`config.mk`:
```
export PLATFORM = sky130hd
export DESIGN_NAME = if_id_reg
export DESIGN_NICKNAME = d
export VERILOG_FILES = /design/src/rtl/if_id_reg_pkg.sv /design/src/rtl/if_id_reg_sat_counter32.sv /design/src/rtl/if_id_reg.sv
export SDC_FILE = /design/constraint.sdc
export NUM_CORES = 1
export LEC_CHECK = 0
export BUFFER_PORTS_ARGS = -buffer_cell sky130_fd_sc_hd__clkbuf_2
export CORE_MARGIN = 2
export CORE_UTILIZATION = 50
export DETAILED_ROUTE_END_ITERATION = 8
export PLACE_DENSITY_LB_ADDON = 0.3
export SETUP_SLACK_MARGIN = 0.3
export SLEW_MARGIN = 30
export SYNTH_ARGS = -nofsm -noshare
export SYNTH_HDL_FRONTEND = slang
export SYNTH_SLANG_ARGS = --single-unit
```
`constraint.sdc`:
```
create_clock -name clk -period 2.9 [get_ports clk]
set_input_delay 0.87 -clock clk [delete_from_list [all_inputs] [get_ports clk]]
set_output_delay 0.87 -clock clk [all_outputs]
set_load 0.02 [all_outputs]
```
`src/rtl/if_id_reg_pkg.sv`:
```
// rtl/if_id_reg_pkg.sv - shared CPU definitions for the IF/ID pipeline register
package if_id_reg_pkg;

    localparam logic [4:0]  EXC_NONE = 5'd0;
    localparam logic [4:0]  EXC_ADEL = 5'd4;

    localparam logic [31:0] PC_BASE_DEF  = 32'h0000_3000;
    localparam logic [31:0] PC_LIMIT_DEF = 32'h0000_6FFC;

    localparam logic [31:0] CNT_MAX = 32'hFFFF_FFFF;

endpackage

```
`src/rtl/if_id_reg_sat_counter32.sv`:
```
// rtl/if_id_reg_sat_counter32.sv - enabled 32-bit counter that sticks at all-ones
module sat_counter32
    import if_id_reg_pkg::*;
(
    input  logic        clk,
    input  logic        rst_n,
    input  logic        en,
    input  logic        load,
    input  logic [31:0] load_value,
    output logic [31:0] count
);

    // load wins over en so a preset value is never bumped on the same edge
    always_ff @(posedge clk or negedge rst_n) begin
        if (!rst_n) begin
            count <= 32'd0;
        end else if (load) begin
            count <= load_value;
        end else if (en && (count != CNT_MAX)) begin
            count <= count + 32'd1;
        end
    end

endmodule

```
`src/rtl/if_id_reg.sv`:
```
// rtl/if_id_reg.sv - IF/ID pipeline register with fetch address check and stage counters
module if_id_reg
    import if_id_reg_pkg::*;
#(
    parameter logic [31:0] PC_BASE  = PC_BASE_DEF,
    parameter logic [31:0] PC_LIMIT = PC_LIMIT_DEF
)
(
    input  logic        clk,
    input  logic        reset,
    input  logic        stall,
    input  logic        flush,
    input  logic [31:0] Instr_F,
    input  logic [31:0] PC4_F,
    input  logic [31:0] PC8_F,
    input  logic        branch_D,
    output logic [31:0] Instr_D,
    output logic [31:0] PC_D,
    output logic [31:0] PC4_D,
    output logic [31:0] PC8_D,
    output logic [4:0]  ExcCode_D,
    output logic        BD_D,
    output logic        valid_D,
    output logic [31:0] fetch_cnt,
    output logic [31:0] bubble_cnt
);

    logic [31:0] pc_f;
    logic        fault;
    logic [31:0] cap_instr;
    logic [4:0]  cap_exc;
    logic        capture;
    logic        bubble;

    // PC4_F = 0 wraps pc_f to the top of the address space, caught by the range check
    always_comb begin
        pc_f      = PC4_F - 32'd4;
        fault     = (pc_f[1:0] != 2'b00) || (pc_f < PC_BASE) || (pc_f > PC_LIMIT);
        cap_instr = fault ? 32'h0 : Instr_F;
        cap_exc   = fault ? EXC_ADEL : EXC_NONE;
        capture   = !flush && !stall;
        bubble    = flush || stall;
    end

    always_ff @(posedge clk or negedge reset) begin
        if (!reset) begin
            Instr_D   <= 32'h0;
            PC_D      <= PC_BASE;
            PC4_D     <= PC_BASE + 32'd4;
            PC8_D     <= PC_BASE + 32'd8;
            ExcCode_D <= EXC_NONE;
            BD_D      <= 1'b0;
            valid_D   <= 1'b0;
        end else if (flush) begin
            // the bubble keeps the fetch PC so an exception handler still sees a usable EPC
            Instr_D   <= 32'h0;
            PC_D      <= pc_f;
            PC4_D     <= PC4_F;
            PC8_D     <= PC8_F;
            ExcCode_D <= EXC_NONE;
            BD_D      <= 1'b0;
            valid_D   <= 1'b0;
        end else if (!stall) begin
            Instr_D   <= cap_instr;
            PC_D      <= pc_f;
            PC4_D     <= PC4_F;
            PC8_D     <= PC8_F;
            ExcCode_D <= cap_exc;
            BD_D      <= branch_D & valid_D;
            valid_D   <= 1'b1;
        end
    end

    sat_counter32 u_fetch_cnt (
        .clk        (clk),
        .rst_n      (reset),
        .en         (capture),
        .load       (1'b0),
        .load_value (32'h0),
        .count      (fetch_cnt)
    );

    sat_counter32 u_bubble_cnt (
        .clk        (clk),
        .rst_n      (reset),
        .en         (bubble),
        .load       (1'b0),
        .load_value (32'h0),
        .count      (bubble_cnt)
    );

endmodule

```
==> metrics <==
Mean Syn Cell Area 9.745 sq um; clock buffer depth 2; global-route usage over all layers 25.33%; worst-path fanout max 5; clk sinks 193; Final Slew Violations 0; share of post-route cells with drive strength above 1 37.38%; WL/cell 15.74 microns; RD Place Congestion 0.8627; RSZ-0062 raised after global routing true; DRC 0; Final Skew 0.01216 ns; final hold vios 0; router iterations before antenna repair 6; die area 19,320 sq um; global-route wire length before repair 39,900 microns; initial antenna violation count 0; async set-reset flop share out of synthesis 100.0%; kind of start point of the critical path input pin; routed vias 7,949; largest net degree at the start of global routing 119; Antenna diodes 0; setup TNS 0 ns; placed instance area 11,250 sq um; PortBufs 295; Mapped Cells 935; library cells used by synthesis 58; Util after Layout 67.20%; Final Cell Area 12,030 sq um; Leak 0.006052 uW; Initial Util 50.89%; final setup fails 0; Fillers 1,432; area share of the largest cell type after synthesis 50.81%; First DRT Iteration DRCs 396; Worst-Margin Slew 0.6447 ns; minimum clock period 2.766 ns; Syn-to-layout area delta 32.04%; Area contributors post-synth dfrtp_1 51%, nand2_1 11%, xnor2_1 5.3%, o31ai_2 4.3%, nand3_1 3.1%; met2 wire len 11,700 microns; DR vias/cell 5.199; Max Clk Rate 0.3615 GHz; Hold Path Class input pin to asynchronous set/reset pin; top_reg_cell synth dfrtp_1; metal3 WL 1584 microns; PwrDens 552.5 nW/um^2; CP Capture Type flop; Max Cap Violations 0; latest clock arrival within the worst-skew pair 0.43 ns; outcome finished clean; Yosys warning total 0; Core Rows 49; final wirelength 24,060 microns; cts bufs inserted 17; Final nets 1,391; pre-CTS WS -0.3244 ns; total gr overflow 0; clock edge transition at the registers on the reported setup and hold paths 0.07 ns; Post-Syn Area 9111 sq um; I/O pins 300; Final WS setup 0.1337 ns; Max Used Layer met4; hpwl dp 17,580 microns; #FFs+latches synth 193; worst endpoint data arrival time 3.08 ns; Worst Path Required 3.21 ns; Worst VDD drop 0.0004057 V; biggest area consumer among synthesized cells dfrtp_1; CTS tree yes; DIE WIDTH 139.0 microns; post-synthesis sequential area ratio 53.12%; hold_ws 0.2423 ns; most numerous cell in the Yosys netlist nand2_1; htree depth 4; r2r setup slk 0.49 ns; relative slew slack 57.02%; Tcrit/Tclk final 95.39%; post-route ant nets 0; placeable core area 17,900 sq um; Die Height 139.0 microns; Setup CP Type input pin to flop; vias in the first global route 7,878; Post-synth EDFFs 0; Clock Tree Root clkbuf_16; most common library cells after synthesis 277 x nand2_1, 185 x dfrtp_1, 64 x nor2_1; wl on met1 10,010 microns
-- final cells by class --
| cell class | count | area (sq um) | share of cell area, % |
|---|---|---|---|
| clock inverters | 13 | 140.1 | 1.165 |
| repair buffers | 385 | 2341 | 19.46 |
| clock buffers | 19 | 452.9 | 3.765 |
| multi-input cells | 675 | 3914 | 32.53 |
| well taps | 229 | 286.5 | 2.382 |
| flip-flops and latches | 193 | 4840 | 40.23 |
| inverters | 15 | 56.30 | 0.4680 |
-- power breakdown --
group / leakage, uW / total [uW] / switching [uW] / internal (uW)
Clock: 0.000292 / 2370 / 1110 / 1270
Sequential: 0.00244 / 3090 / 191 / 2900
Combinational: 0.00332 / 1180 / 744 / 440
Total: 0.00605 / 6650 / 2040 / 4610
-- through the flow --
stage / std cells / power, uW
after floorplan: 938 / 3762
final: 1529 / 6646
after detailed placement: 1487 / 4326
after global placement: 1487 / 4291
after CTS: 1525 / 6706
after global routing: 1529 / 6952
-- placed cells by master, fill, tap and decap left out, drive strengths merged, types with 5 or more instances in the layout --
master,n
a21oi,10
and2,5
and3,8
and4,7
buf,92
clkbuf,312
dfrtp,185
dfstp,8
inv,22
nand2,279
nand3,56
nand4,14
nor2,64
nor3,25
nor4,10
o21ai,21
o31ai,35
or3,8
or4,5
xnor2,55
xor2,31
-- cell families after synthesis --
| family | after synthesis | share of synthesized area, % |
|---|---|---|
| xor gates and xnor gates | 86 | 8.267 |
| and+or+nand+nor | 497 | 24.84 |
| AOI/OAI and AO/OA | 83 | 7.924 |
| other | 1 | 0.04116 |
| muxes | 2 | 0.2472 |
| buffers and inverters | 70 | 5.150 |
| DFF | 193 | 53.12 |
| adders and majority gates | 3 | 0.4120 |
-- registers in the layout (all words and copies together), names as in the netlist --
register	cells
ExcCode_D	1
valid_D	1
u_bubble_cnt.count	32
Instr_D	32
PC_D	32
BD_D	1
u_fetch_cnt.count	32
PC8_D	32
PC4_D	30
-- final timing paths --
kind | endpoint | depth (start not counted) | from
worst min-delay path | PC4_D[16] | 1 | reset
worst min register to register | PC4_D[12] | 2 | PC4_D[12]
worst max register to register | u_bubble_cnt.count[19] | 8 | u_bubble_cnt.count[22]
worst max-delay path | ExcCode_D[2] | 12 | PC4_F[14]
min in group clk | PC4_D[12] | 2 | PC4_D[12]
max in group asynchronous | u_bubble_cnt.count[29] | 2 | reset
-- worst max-delay path, stage by stage --
cell      delay (ns)
buf_8           0.10
nor4_4          0.25
buf_4           0.15
buf_6           0.09
nand4b_1        0.14
buf_4           0.20
nor4_4          0.29
xor2_1          0.13
nor3_2          0.26
nand2_4         0.17
buf_6           0.15
o31a_2          0.27
-- metal layers --
layer	up-vias	GRT usage, %
met3	50	6.802
met4	0	9.516
met2	262	40.86
li1	3816	-
met1	3821	33.02
met5	-	0
-- repair_timing --
item | 4_1_cts | 5_1_grt
hold buffers | 0 | 0
setup buffers | 5 | 4
endpoints found under the setup margin | 33 | 35
gates resized for setup | 10 | 14
cloned | 1 | 0
hold endpoints to repair | 0 | 0
pin swaps | 7 | 5
Note: power is estimated with default switching activity, not from simulation.
